**src/rtl/mem_port_arbiter_pkg.sv**
```systemverilog
// ---------------------------------------------------------------------------
// mem_arb_pkg
// Shared constants for the memory port arbiter: FSM state codes, the owner
// encoding used by the winner selection and the last_owner pointer, and the
// default address/data widths of all ports.
// ---------------------------------------------------------------------------
package mem_arb_pkg;

    localparam int DEF_ADDR_W = 32;
    localparam int DEF_DATA_W = 32;

    // FSM state codes
    localparam logic [2:0] IDLE  = 3'd0;
    localparam logic [2:0] REQ_I = 3'd1;
    localparam logic [2:0] REQ_D = 3'd2;
    localparam logic [2:0] RSP_I = 3'd3;
    localparam logic [2:0] RSP_D = 3'd4;

    // Owner encoding
    localparam logic OWN_I = 1'b0;
    localparam logic OWN_D = 1'b1;

endpackage

```
**src/rtl/mem_port_arbiter_if.sv**
```systemverilog
// ---------------------------------------------------------------------------
// mem_port_arbiter_if
// One req/gnt/r_valid memory port. The same interface type is used for the
// fetch port, the load/store port and the downstream memory port.
//   req     : request, held until gnt
//   addr    : address
//   we      : 0 = read, 1 = write (tied to 0 on the fetch port)
//   wdata   : write data (tied to 0 on the fetch port)
//   gnt     : request accepted
//   r_valid : response valid (reads and writes)
//   rdata   : read data
// Modports: master = issues requests, slave = accepts requests.
// ---------------------------------------------------------------------------
interface mem_port_arbiter_if #(
    parameter int ADDR_W = mem_arb_pkg::DEF_ADDR_W,
    parameter int DATA_W = mem_arb_pkg::DEF_DATA_W
);
    logic              req;
    logic [ADDR_W-1:0] addr;
    logic              we;
    logic [DATA_W-1:0] wdata;
    logic              gnt;
    logic              r_valid;
    logic [DATA_W-1:0] rdata;

    modport master (
        output req, addr, we, wdata,
        input  gnt, r_valid, rdata
    );

    modport slave (
        input  req, addr, we, wdata,
        output gnt, r_valid, rdata
    );
endinterface

```
**src/rtl/mem_port_arbiter_select.sv**
```systemverilog
// ---------------------------------------------------------------------------
// mem_arb_select
// Combinational winner selection for the IDLE state.
//   instr_req  : fetch request
//   data_req   : load/store request
//   last_owner : port granted most recently (only with MEM_PORT_ARBITER_RR_EN)
//   any_req    : at least one request present
//   winner     : OWN_I or OWN_D
// Macro MEM_PORT_ARBITER_RR_EN selects round-robin on simultaneous requests;
// without it data always beats instr.
// ---------------------------------------------------------------------------
module mem_arb_select
    import mem_arb_pkg::*;
(
    input  logic instr_req,
    input  logic data_req,
`ifdef MEM_PORT_ARBITER_RR_EN
    input  logic last_owner,
`endif
    output logic any_req,
    output logic winner
);

    assign any_req = instr_req | data_req;

`ifdef MEM_PORT_ARBITER_RR_EN
    // On a tie the port that did not win last time goes first.
    always_comb begin
        if (instr_req && data_req) begin
            winner = (last_owner == OWN_I) ? OWN_D : OWN_I;
        end else begin
            winner = data_req ? OWN_D : OWN_I;
        end
    end
`else
    assign winner = data_req ? OWN_D : OWN_I;
`endif

endmodule

```
**src/rtl/mem_port_arbiter.sv**
```systemverilog
// ---------------------------------------------------------------------------
// mem_port_arbiter
// Serialises the fetch and load/store requesters onto one single-ported
// memory with at most one outstanding transaction.
//   CLK        : clock, rising edge
//   RES_N      : asynchronous active-low reset; all outputs forced to 0
//   instr_port : fetch requester (slave side)
//   data_port  : load/store requester (slave side)
//   mem_port   : downstream memory (master side)
// Optional macro MEM_PORT_ARBITER_RR_EN: round-robin arbitration using a
// last_owner register; default is fixed priority data > instr.
// ---------------------------------------------------------------------------
module mem_port_arbiter
    import mem_arb_pkg::*;
#(
    parameter int ADDR_W = DEF_ADDR_W,
    parameter int DATA_W = DEF_DATA_W
) (
    input  logic               CLK,
    input  logic               RES_N,
    mem_port_arbiter_if.slave  instr_port,
    mem_port_arbiter_if.slave  data_port,
    mem_port_arbiter_if.master mem_port
);

    logic [2:0]        state;
    logic [2:0]        state_nxt;
    logic              any_req;
    logic              winner;
    logic              issue;
    logic              issue_owner;

    logic              mem_req_c;
    logic [ADDR_W-1:0] mem_addr_c;
    logic              mem_we_c;
    logic [DATA_W-1:0] mem_wdata_c;
    logic              instr_gnt_c;
    logic              data_gnt_c;
    logic              instr_r_valid_c;
    logic              data_r_valid_c;
    logic [DATA_W-1:0] instr_rdata_c;
    logic [DATA_W-1:0] data_rdata_c;

`ifdef MEM_PORT_ARBITER_RR_EN
    logic last_owner;
`endif

    mem_arb_select u_select (
        .instr_req  (instr_port.req),
        .data_req   (data_port.req),
`ifdef MEM_PORT_ARBITER_RR_EN
        .last_owner (last_owner),
`endif
        .any_req    (any_req),
        .winner     (winner)
    );

    // Next-state and output decode. IDLE and REQ_x share the request path:
    // in IDLE the owner is the fresh winner, in REQ_x it is the locked one.
    always_comb begin
        state_nxt       = state;
        issue           = 1'b0;
        issue_owner     = OWN_I;
        mem_req_c       = 1'b0;
        mem_addr_c      = '0;
        mem_we_c        = 1'b0;
        mem_wdata_c     = '0;
        instr_gnt_c     = 1'b0;
        data_gnt_c      = 1'b0;
        instr_r_valid_c = 1'b0;
        data_r_valid_c  = 1'b0;
        instr_rdata_c   = '0;
        data_rdata_c    = '0;

        case (state)
            IDLE: begin
                issue       = any_req;
                issue_owner = winner;
            end
            REQ_I: begin
                issue       = 1'b1;
                issue_owner = OWN_I;
            end
            REQ_D: begin
                issue       = 1'b1;
                issue_owner = OWN_D;
            end
            RSP_I: begin
                instr_r_valid_c = mem_port.r_valid;
                instr_rdata_c   = mem_port.rdata;
                if (mem_port.r_valid) begin
                    state_nxt = IDLE;
                end
            end
            RSP_D: begin
                data_r_valid_c = mem_port.r_valid;
                data_rdata_c   = mem_port.rdata;
                if (mem_port.r_valid) begin
                    state_nxt = IDLE;
                end
            end
            default: begin
                state_nxt = IDLE;
            end
        endcase

        if (issue) begin
            mem_req_c = 1'b1;
            if (issue_owner == OWN_D) begin
                mem_addr_c  = data_port.addr;
                mem_we_c    = data_port.we;
                mem_wdata_c = data_port.wdata;
                data_gnt_c  = mem_port.gnt;
                state_nxt   = mem_port.gnt ? RSP_D : REQ_D;
            end else begin
                mem_addr_c  = instr_port.addr;
                instr_gnt_c = mem_port.gnt;
                state_nxt   = mem_port.gnt ? RSP_I : REQ_I;
            end
        end
    end

    // State register.
    always_ff @(posedge CLK or negedge RES_N) begin
        if (!RES_N) begin
            state <= IDLE;
        end else begin
            state <= state_nxt;
        end
    end

`ifdef MEM_PORT_ARBITER_RR_EN
    // Remember who was granted last so a tie goes to the other port.
    always_ff @(posedge CLK or negedge RES_N) begin
        if (!RES_N) begin
            last_owner <= OWN_I;
        end else if (data_gnt_c) begin
            last_owner <= OWN_D;
        end else if (instr_gnt_c) begin
            last_owner <= OWN_I;
        end
    end
`endif

    // Outputs are forced low combinationally while reset is asserted.
    assign mem_port.req       = mem_req_c & RES_N;
    assign mem_port.addr      = mem_addr_c & {ADDR_W{RES_N}};
    assign mem_port.we        = mem_we_c & RES_N;
    assign mem_port.wdata     = mem_wdata_c & {DATA_W{RES_N}};
    assign instr_port.gnt     = instr_gnt_c & RES_N;
    assign instr_port.r_valid = instr_r_valid_c & RES_N;
    assign instr_port.rdata   = instr_rdata_c & {DATA_W{RES_N}};
    assign data_port.gnt      = data_gnt_c & RES_N;
    assign data_port.r_valid  = data_r_valid_c & RES_N;
    assign data_port.rdata    = data_rdata_c & {DATA_W{RES_N}};

endmodule

```
**src/flat_wrapper.sv**
```systemverilog
// flat-port wrapper written by rule: the top's interface ports become plain ports
module mem_port_arbiter_flat import mem_arb_pkg::*;
#(
    parameter int ADDR_W = DEF_ADDR_W,
    parameter int DATA_W = DEF_DATA_W
)
  (CLK, RES_N, instr_port_req, instr_port_addr, instr_port_we, instr_port_wdata, instr_port_gnt, instr_port_r_valid, instr_port_rdata, data_port_req, data_port_addr, data_port_we, data_port_wdata, data_port_gnt, data_port_r_valid, data_port_rdata, mem_port_req, mem_port_addr, mem_port_we, mem_port_wdata, mem_port_gnt, mem_port_r_valid, mem_port_rdata);
  mem_port_arbiter_if #(.ADDR_W(ADDR_W), .DATA_W(DATA_W)) instr_port_i ();
  mem_port_arbiter_if #(.ADDR_W(ADDR_W), .DATA_W(DATA_W)) data_port_i ();
  mem_port_arbiter_if #(.ADDR_W(ADDR_W), .DATA_W(DATA_W)) mem_port_i ();
  input  logic CLK;
  input  logic RES_N;
  input wire logic [$bits(instr_port_i.req)-1:0] instr_port_req;
  input wire logic [$bits(instr_port_i.addr)-1:0] instr_port_addr;
  input wire logic [$bits(instr_port_i.we)-1:0] instr_port_we;
  input wire logic [$bits(instr_port_i.wdata)-1:0] instr_port_wdata;
  output wire logic [$bits(instr_port_i.gnt)-1:0] instr_port_gnt;
  output wire logic [$bits(instr_port_i.r_valid)-1:0] instr_port_r_valid;
  output wire logic [$bits(instr_port_i.rdata)-1:0] instr_port_rdata;
  input wire logic [$bits(data_port_i.req)-1:0] data_port_req;
  input wire logic [$bits(data_port_i.addr)-1:0] data_port_addr;
  input wire logic [$bits(data_port_i.we)-1:0] data_port_we;
  input wire logic [$bits(data_port_i.wdata)-1:0] data_port_wdata;
  output wire logic [$bits(data_port_i.gnt)-1:0] data_port_gnt;
  output wire logic [$bits(data_port_i.r_valid)-1:0] data_port_r_valid;
  output wire logic [$bits(data_port_i.rdata)-1:0] data_port_rdata;
  output wire logic [$bits(mem_port_i.req)-1:0] mem_port_req;
  output wire logic [$bits(mem_port_i.addr)-1:0] mem_port_addr;
  output wire logic [$bits(mem_port_i.we)-1:0] mem_port_we;
  output wire logic [$bits(mem_port_i.wdata)-1:0] mem_port_wdata;
  input wire logic [$bits(mem_port_i.gnt)-1:0] mem_port_gnt;
  input wire logic [$bits(mem_port_i.r_valid)-1:0] mem_port_r_valid;
  input wire logic [$bits(mem_port_i.rdata)-1:0] mem_port_rdata;
  assign instr_port_i.req = instr_port_req;
  assign instr_port_i.addr = instr_port_addr;
  assign instr_port_i.we = instr_port_we;
  assign instr_port_i.wdata = instr_port_wdata;
  assign instr_port_gnt = instr_port_i.gnt;
  assign instr_port_r_valid = instr_port_i.r_valid;
  assign instr_port_rdata = instr_port_i.rdata;
  assign data_port_i.req = data_port_req;
  assign data_port_i.addr = data_port_addr;
  assign data_port_i.we = data_port_we;
  assign data_port_i.wdata = data_port_wdata;
  assign data_port_gnt = data_port_i.gnt;
  assign data_port_r_valid = data_port_i.r_valid;
  assign data_port_rdata = data_port_i.rdata;
  assign mem_port_req = mem_port_i.req;
  assign mem_port_addr = mem_port_i.addr;
  assign mem_port_we = mem_port_i.we;
  assign mem_port_wdata = mem_port_i.wdata;
  assign mem_port_i.gnt = mem_port_gnt;
  assign mem_port_i.r_valid = mem_port_r_valid;
  assign mem_port_i.rdata = mem_port_rdata;
  mem_port_arbiter #(.ADDR_W(ADDR_W), .DATA_W(DATA_W)) u_core (.CLK(CLK), .RES_N(RES_N), .instr_port(instr_port_i), .data_port(data_port_i), .mem_port(mem_port_i));
endmodule
```
**config.mk**
```make
export PLATFORM = sky130hd
export DESIGN_NAME = mem_port_arbiter_flat
export DESIGN_NICKNAME = d
export VERILOG_FILES = /design/src/rtl/mem_port_arbiter_pkg.sv /design/src/rtl/mem_port_arbiter_if.sv /design/src/rtl/mem_port_arbiter_select.sv /design/src/rtl/mem_port_arbiter.sv /design/src/flat_wrapper.sv
export SDC_FILE = /design/constraint.sdc
export NUM_CORES = 1
export LEC_CHECK = 0
export BUFFER_PORTS_ARGS = -buffer_cell sky130_fd_sc_hd__buf_2
export CAP_MARGIN = 0
export CORE_AREA = 2 2 118 120
export CTS_CLUSTER_SIZE = 20
export DETAILED_ROUTE_END_ITERATION = 16
export DIE_AREA = 0 0 120 122
export PLACE_DENSITY_LB_ADDON = 0.08
export SETUP_SLACK_MARGIN = 0.05
export SYNTH_ARGS = -nofsm -noshare
export SYNTH_HDL_FRONTEND = slang
export SYNTH_SLANG_ARGS = --single-unit
```
**constraint.sdc**
```tcl
create_clock -name CLK -period 3 [get_ports CLK]
set_input_delay 0.3 -clock CLK [delete_from_list [all_inputs] [get_ports CLK]]
set_output_delay 0.3 -clock CLK [all_outputs]
set_load 0.005 [all_outputs]
```
==> results of run 1 <==
[worst max path at each step]
stage / start / endpoint / depth (start not counted) / slack [ps]
after floorplan: u_core.state[0]$_DFFE_PN0P_ / instr_port_gnt / 7 / 1280
after global placement: u_core.state[1]$_DFFE_PN0P_ / mem_port_addr[21] / 5 / 1010
after detailed placement: u_core.state[0]$_DFFE_PN0P_ / mem_port_wdata[16] / 5 / 1000
final: u_core.state[0]$_DFFE_PN0P_ / mem_port_wdata[16] / 5 / 780
after global routing: u_core.state[1]$_DFFE_PN0P_ / mem_port_addr[15] / 5 / 620
after CTS: u_core.state[0]$_DFFE_PN0P_ / mem_port_wdata[16] / 5 / 750
[layout make-up]
cell class / instances / area, um^2
timing repair buffer: 277 / 1410
fill: 1577 / 10500
multi-input combinational: 249 / 1230
inverter: 2 / 7.51
tap: 180 / 225
sequential: 3 / 75.1
clock buffer: 4 / 78.8
[logic make-up after synthesis]
family | synth area share, %
AOI/OAI and AO/OA | 26.7
adders and majority gates | 1.71
buffers and inverters | 10.9
DFF | 5.14
and+or+nand+nor | 55.6
[cells in the final DEF (no fill, tap or decap)]
cell type and instances:
buf_2 268, nor2_1 67, and3_1 35, a21oi_1 34, nand2_1 34, nand3_1 32, o21ai_0 32, buf_4 9
clkbuf_16 3, dfrtp_1 3, nor2_2 2, o2bb2ai_1 2, ha_1 2, or2_4 1, nor2_4 1, inv_1 1
or2_1 1, o311ai_4 1, nand3b_1 1, inv_2 1, o31a_1 1, nor2b_1 1, o21bai_1 1, nand2b_1 1
clkbuf_1 1
[cell usage after synthesis, types with 2 or more instances]
library cell / n
dfrtp_1: 3
and3_1: 35
nand2_1: 34
nor2_1: 69
nand3_1: 32
buf_2: 4
clkbuf_1: 25
o2bb2ai_1: 2
ha_1: 2
o21ai_0: 32
buf_6: 3
a21oi_1: 34
[critical path, cell delays in order (launching register included)]
cell and delay, ps:
dfrtp_1 480, or2_4 410, nor2_4 220, buf_4 280
and3_1 190, buf_2 110
[power breakdown]
| group | leakage, uW | internal (uW) | switching [uW] | total (uW) |
|---|---|---|---|---|
| sequential | 0.0000378 | 60.7 | 41.4 | 102 |
| combinational | 0.00183 | 567 | 860 | 1430 |
| clock | 0.0000382 | 175 | 36.4 | 212 |
| total | 0.00191 | 803 | 938 | 1740 |
[layer usage]
metal  vias up  global-route usage (%)  share of wire [%]
met4         0                    2.65                1.7
li1       1474                       -                  -
met5         -                       0                  0
met1      1225                    12.1                 40
met2       156                    19.1                 50
met3        10                    2.53                8.6
[stage by stage]
stage               utilization, %  cells  hold WS, ps  instance area (um^2)  total power [uW]
detailed placement            21.8    711          239                  2950              1560
global route                  22.4    715         24.2                  3030              1940
global placement              21.8    711          239                  2950              1580
CTS                           22.4    715         9.52                  3030              1780
finish                        22.4    715        0.673                  3030              1740
floorplan                        -    287         4.41                  1460               970
==> results.cfg, run 1 <==
[run_status]
status = finished clean

[sta]
worstMarginPinSlew_ps = 538
fin_crit_sh_pct = 74.1
fin_crit_ps = 2220
finalHoldViolCount = 0
worst_slew_margin_rel_pct = 64.1
drv_slew = 0
fin_tns_setup_ps = 0
finClkSkew_ps = 3.19
fin_ws_ps = 777
finalSetupViolCount = 0
rsz0062_at_grt = no
fmax_ghz = 0.450

[floorplanning]
die_x_um = 120
start_util_pct = 10.8
rows = 43
io_pins = 302
coreArea_um2 = 13500
dieArea_um2 = 14600
die_h_um = 122

[logic_synthesis]
synth_area_leader_cell = nor2_1
netlist_area_um2 = 1460
yosysSeqAreaShare_pct = 5.14
synth_edf_count = 0
syn_area_per_cell_um2 = 5.09
syn-num-nets = 457
synth_warnings = 0
yosysUniqueCellTypes = 24
synth_top_area_share_pct = 17.7
synth_area_leaders = nor2_1, and3_1, a21oi_1
ys.flop_type = dfrtp_1
ys_ff_latch = 3
ys_async_sr_fraction_pct = 100
synth_cells = 287

[route]
firstDrtPassIters = 4
num_vias = 2865
avgRoutedWirePerCell_um = 12.1
routed_wl_mm = 8.67
drt-initial-drc-count = 90
drcViolationCount = 0
viasPerCell = 4.01
antenna_left = 0

[finish]
largest-register = u_core.state
syn2layout_area_growth_pct = 107
top_regs = u_core.state (3)
drive_gt1_share_pct = 53.5
largest_reg_flops = 3
n_antenna_cell = 0
nets = 706

[cts]
cts.repair.resized = 0
numCtsBuffers = 3
cts_buffer_depth = 2
cts_setup_buffers = 0
cts_root_buf = clkbuf_16
ctsHoldBuffers = 0
worstSkewPairLatency_ps = 220
h-tree-depth = 1
cts_tree = built
clk_pin_slew_ps = 30
clock_sinks = 3

[grt]
grt.total_usage_pct = 10.4
grt_max_degree = 35
grt_pass1_vias = 2573
grt_pass1_wl_mm = 12.4
grt_overflow = 0
antenna_found_initial = 0

[critical_path]
timing.rr.end = u_core.state[1]$_DFFE_PN0P_
r2r_slack_ps = 1360
reg2regPathDepth = 4
cp.required_ps = 2700
crit_path_end_kind = output pin
critPathArrivalTime_ps = 1920
cp-start-kind = flop
crit_type = reg2out
crit_fanout = 33
r2r_start = u_core.state[0]$_DFFE_PN0P_

[job]
drv_cap = 0

[place]
hpwl_mm = 6.83
gp_congestion = 0.732
numPortBuffers = 268
pre_cts_ws_ps = 995

[power]
peakVddDrop_v = 0.000248
power-per-cell-area_nw_per_um2 = 575
leakagePower_uw = 0.00191

[hold_path]
hp-class = in2async
Power figures use the tool's default switching activity.
==> run 2: changes to the inputs <==
- CORE_AREA: 2 2 118 120 -> 2 2 117 119
- DIE_AREA: 0 0 120 122 -> 0 0 119 121
- clock period: 3 -> 1.8 ns (I/O delays scaled with it)
==> results.cfg, run 2 (same netlist as run 1, synthesis figures left out) <==
[critical_path]
cp.required_ps = 1620
crit_type = reg2out
r2r_slack_ps = 450
crit_fanout = 17
crit_path_end_kind = output pin
critPathArrivalTime_ps = 1630
slowest_stage = dfrtp_2
slowest_delay_ps = 430
cp-start-kind = flop
crit_chain = or2_4 > o311ai_4 > buf_6 > buf_12 > a21oi_1 > buf_2

[grt]
grt.total_usage_pct = 11.7
grt_max_degree = 59
grt_overflow = 0
antenna_found_initial = 0
grt_pass1_wl_mm = 13.9
grt_pass1_vias = 2837

[sta]
finalSetupViolCount = 9
fin_crit_ps = 1810
rsz0062_at_grt = yes
fin_tns_setup_ps = -45.6
finClkSkew_ps = 2.11
worst_slew_margin_rel_pct = 78.5
finalHoldViolCount = 0
worstMarginPinSlew_ps = 322
fin_ws_ps = -13.9
fin_crit_sh_pct = 101
drv_slew = 0
fmax_ghz = 0.551

[hold_path]
hp-class = in2async

[finish]
fin_cells = 722
layout_common_cells = buf_2, nor2_1, nand2_1
n_fill_cell = 1472
layout_commonest_cell = buf_2
largest-register = u_core.state
top_regs = u_core.state (3)
largest_reg_flops = 3
syn2layout_area_growth_pct = 131
nets = 717
n_antenna_cell = 0
drive_gt1_share_pct = 58.4
postLayoutCellArea_um2 = 3370
final_util_pct = 25.8

[place]
pre_cts_ws_ps = 163
hpwl_mm = 7.04
dp.cells = 712
numPortBuffers = 268
placed_area_um2 = 3040
gp_congestion = 0.769

[power]
leakagePower_uw = 0.00199
power-per-cell-area_nw_per_um2 = 1040
peakVddDrop_v = 0.000447

[route]
avgRoutedWirePerCell_um = 12.9
viasPerCell = 4.10
antenna_left = 0
num_vias = 2957
drcViolationCount = 0
routed_wl_mm = 9.29
drt-initial-drc-count = 66
firstDrtPassIters = 5

[cts]
clk_pin_slew_ps = 30
cts_root_buf = clkbuf_16
cts_buffer_depth = 2
h-tree-depth = 1
cts_tree = built
worstSkewPairLatency_ps = 220
clock_sinks = 3
ctsHoldBuffers = 0
numCtsBuffers = 3

[floorplanning]
coreArea_um2 = 13100
die_h_um = 121
io_pins = 302
die_x_um = 119
dieArea_um2 = 14400
rows = 42
start_util_pct = 11.2

[job]
drv_cap = 0

[run_status]
failed_checks = negative setup slack
status = finished, violations left
==> run 2: repair_timing <==
action | CTS | global route
pin swaps | 6 | 9
endpoints found under the setup margin | 60 | 74
buffers inserted | 5 | 0
gates resized for setup | 23 | 20
gates cloned | 1 | 0
==> run 2: metal layers <==
layer  global-route usage, %  routed length, um  vias up
li1                        -                  -     1496
met1                    12.3               3510     1299
met2                    23.5               4890      156
met3                    2.68                803        6
met4                    2.08                 92        0
met5                       0                  0        -
==> run 2: layout make-up <==
cell class | instances | area, um^2 | area share (%)
repair buffers | 288 | 1670 | 49.4
multi-input cells | 249 | 1320 | 39.1
well taps | 176 | 220 | 6.53
flip-flops and latches | 3 | 78.8 | 2.34
clock buffers | 4 | 78.8 | 2.34
inverters | 2 | 7.51 | 0.223
==> run 2: worst max-delay path: cells and delay by family, from the launching register on <==
family / cells / cell delay [ps]
buffers and inverters: 3 / 440
flip-flops: 1 / 430
AO/OA/AOI/OAI: 2 / 280
AND/OR/NAND/NOR: 1 / 260
==> run 2: worst paths after layout <==
check                                       startpoint                           to  cells after the start
min                                              RES_N  u_core.state[0]$_DFFE_PN0P_                      2
min in group CLK                      mem_port_r_valid  u_core.state[2]$_DFFE_PN0P_                      2
max in group asynchronous                        RES_N  u_core.state[1]$_DFFE_PN0P_                      2
max                        u_core.state[1]$_DFFE_PN0P_            mem_port_addr[11]                      6
min reg2reg                u_core.state[2]$_DFFE_PN0P_  u_core.state[0]$_DFFE_PN0P_                      2
max reg2reg                u_core.state[2]$_DFFE_PN0P_  u_core.state[1]$_DFFE_PN0P_                      4
==> run 2: stage by stage <==
stage                     total power, uW  hold slack, ps
after floorplan                      1620            -116
after global placement               2820             282
after detailed placement             2820             277
after CTS                            3470            53.5
after global routing                 3860            78.9
final                                3510            49.8
==> run 2: power breakdown <==
part,leakage (uW),internal [uW],total (uW),switching [uW]
clock,0.0000382,292,349,57.0
sequential,0.0000340,108,151,42.5
combinational,0.00192,1390,3010,1610
total,0.00199,1790,3510,1710
==> run 3: changes to the inputs <==
- BUFFER_PORTS_ARGS: -buffer_cell sky130_fd_sc_hd__buf_2 -> -buffer_cell sky130_fd_sc_hd__buf_4
==> results.cfg, run 3 (same netlist as run 1, synthesis figures left out) <==
[route]
drt-initial-drc-count = 43
num_vias = 3077
routed_wl_mm = 10.0
viasPerCell = 4.23
drcViolationCount = 0
avgRoutedWirePerCell_um = 13.8
firstDrtPassIters = 4
antenna_left = 0

[floorplanning]
die_x_um = 119
start_util_pct = 11.2
io_pins = 302
rows = 42
die_h_um = 121
dieArea_um2 = 14400
coreArea_um2 = 13100

[critical_path]
slowest_delay_ps = 430
cp-start-kind = flop
r2r_slack_ps = 400
cp.required_ps = 1620
crit_type = reg2out
crit_chain = or2_4 > o311ai_4 > buf_6 > buf_6 > a21oi_2 > buf_4
critPathArrivalTime_ps = 1670
slowest_stage = dfrtp_2
crit_top_cell = buf_6
crit_path_end_kind = output pin
crit_fanout = 5

[sta]
rsz0062_at_grt = yes
fin_ws_ps = -48.6
finalSetupViolCount = 15
finalHoldViolCount = 0
fin_tns_setup_ps = -445
finClkSkew_ps = 1.46
worstMarginPinSlew_ps = 387
drv_slew = 0
fin_crit_sh_pct = 103
fmax_ghz = 0.541
fin_crit_ps = 1850
worst_slew_margin_rel_pct = 74.2

[place]
gp_congestion = 0.740
placed_area_um2 = 3690
numPortBuffers = 268
hpwl_mm = 7.39

[finish]
n_fill_cell = 1424
largest_reg_flops = 3
n_antenna_cell = 0
layout_common_cells = buf_4, nor2_1, nand2_1
syn2layout_area_growth_pct = 188
drive_gt1_share_pct = 61.3
postLayoutCellArea_um2 = 4210
layout_commonest_cell = buf_4
multiInputGateArea_um2 = 1390
nets = 722
largest-register = u_core.state
top_regs = u_core.state (3)
regArea_um2 = 78.8

[grt]
antenna_found_initial = 0
grt_overflow = 0
grt_pass1_wl_mm = 14.5
grt_pass1_vias = 2931
grt.total_usage_pct = 12.3
grt_max_degree = 37

[power]
peakVddDrop_v = 0.000434
power_uw = 4250
power-per-cell-area_nw_per_um2 = 1010
leakagePower_uw = 0.00214

[cts]
numCtsBuffers = 3
cts_buffer_depth = 2
clock_sinks = 3
clk_pin_slew_ps = 30
cts_tree = built
worstSkewPairLatency_ps = 220
h-tree-depth = 1
cts_root_buf = clkbuf_16
ctsHoldBuffers = 0

[job]
drv_cap = 0

[run_status]
failed_checks = negative setup slack
status = finished, violations left

[hold_path]
hp-class = in2reg
## run 3: worst max-delay path: cells and delay by family (launching register included)
kind / cells / cell delay (ps)
AO/OA/AOI/OAI: 2 / 340
buffers and inverters: 3 / 420
flip-flops: 1 / 430
AND/OR/NAND/NOR: 1 / 260
## run 3: cell type report
type	instances	area share [%]
timing repair buffer	293	57.6
multi-input combinational	249	33.1
tap	176	5.24
sequential	3	1.87
clock buffer	4	1.87
inverter	2	0.238
## run 3: per-layer routing
metal  track usage [%]  up-vias  wire [um]  part of all wire (%)
met3              3.20       14        923                   9.2
met5                 0        -          0                     0
met1              12.4     1381       3530                    35
met2              24.5      166       5360                    54
li1                  -     1516          -                     -
met4              3.50        0        187                   1.9
## run 3: timing repair
action                                  CTS  global route
endpoints found under the setup margin   69            73
pin swaps                                 4            20
endpoints found under the hold margin     0             0
gates resized for setup                  26            49
cloned                                    1             4
buffers inserted                          4             2
## run 3: final timing paths
kind / startpoint / endpoint / depth (start not counted)
min reg2reg: u_core.state[2]$_DFFE_PN0P_ / u_core.state[0]$_DFFE_PN0P_ / 2
min: mem_port_r_valid / u_core.state[2]$_DFFE_PN0P_ / 2
max: u_core.state[1]$_DFFE_PN0P_ / mem_port_addr[28] / 6
max in group asynchronous: RES_N / u_core.state[1]$_DFFE_PN0P_ / 2
min in group asynchronous: RES_N / u_core.state[0]$_DFFE_PN0P_ / 2
max reg2reg: u_core.state[2]$_DFFE_PN0P_ / u_core.state[1]$_DFFE_PN0P_ / 5
## run 3: where the power goes
part	internal, uW	switching [uW]
combinational	1970	1760
sequential	108	52.0
clock	292	62.6
total	2370	1880
## run 3: stage by stage
step                      instances  hold WS, ps  utilization, %  setup WS, ps
after floorplan                 287         -116               -           204
after global placement          712          390            28.2           170
after detailed placement        712          395            28.2           150
after CTS                       721          158            29.8         -62.5
after global routing            727          160            32.1          -121
final                           727          154            32.1         -48.6
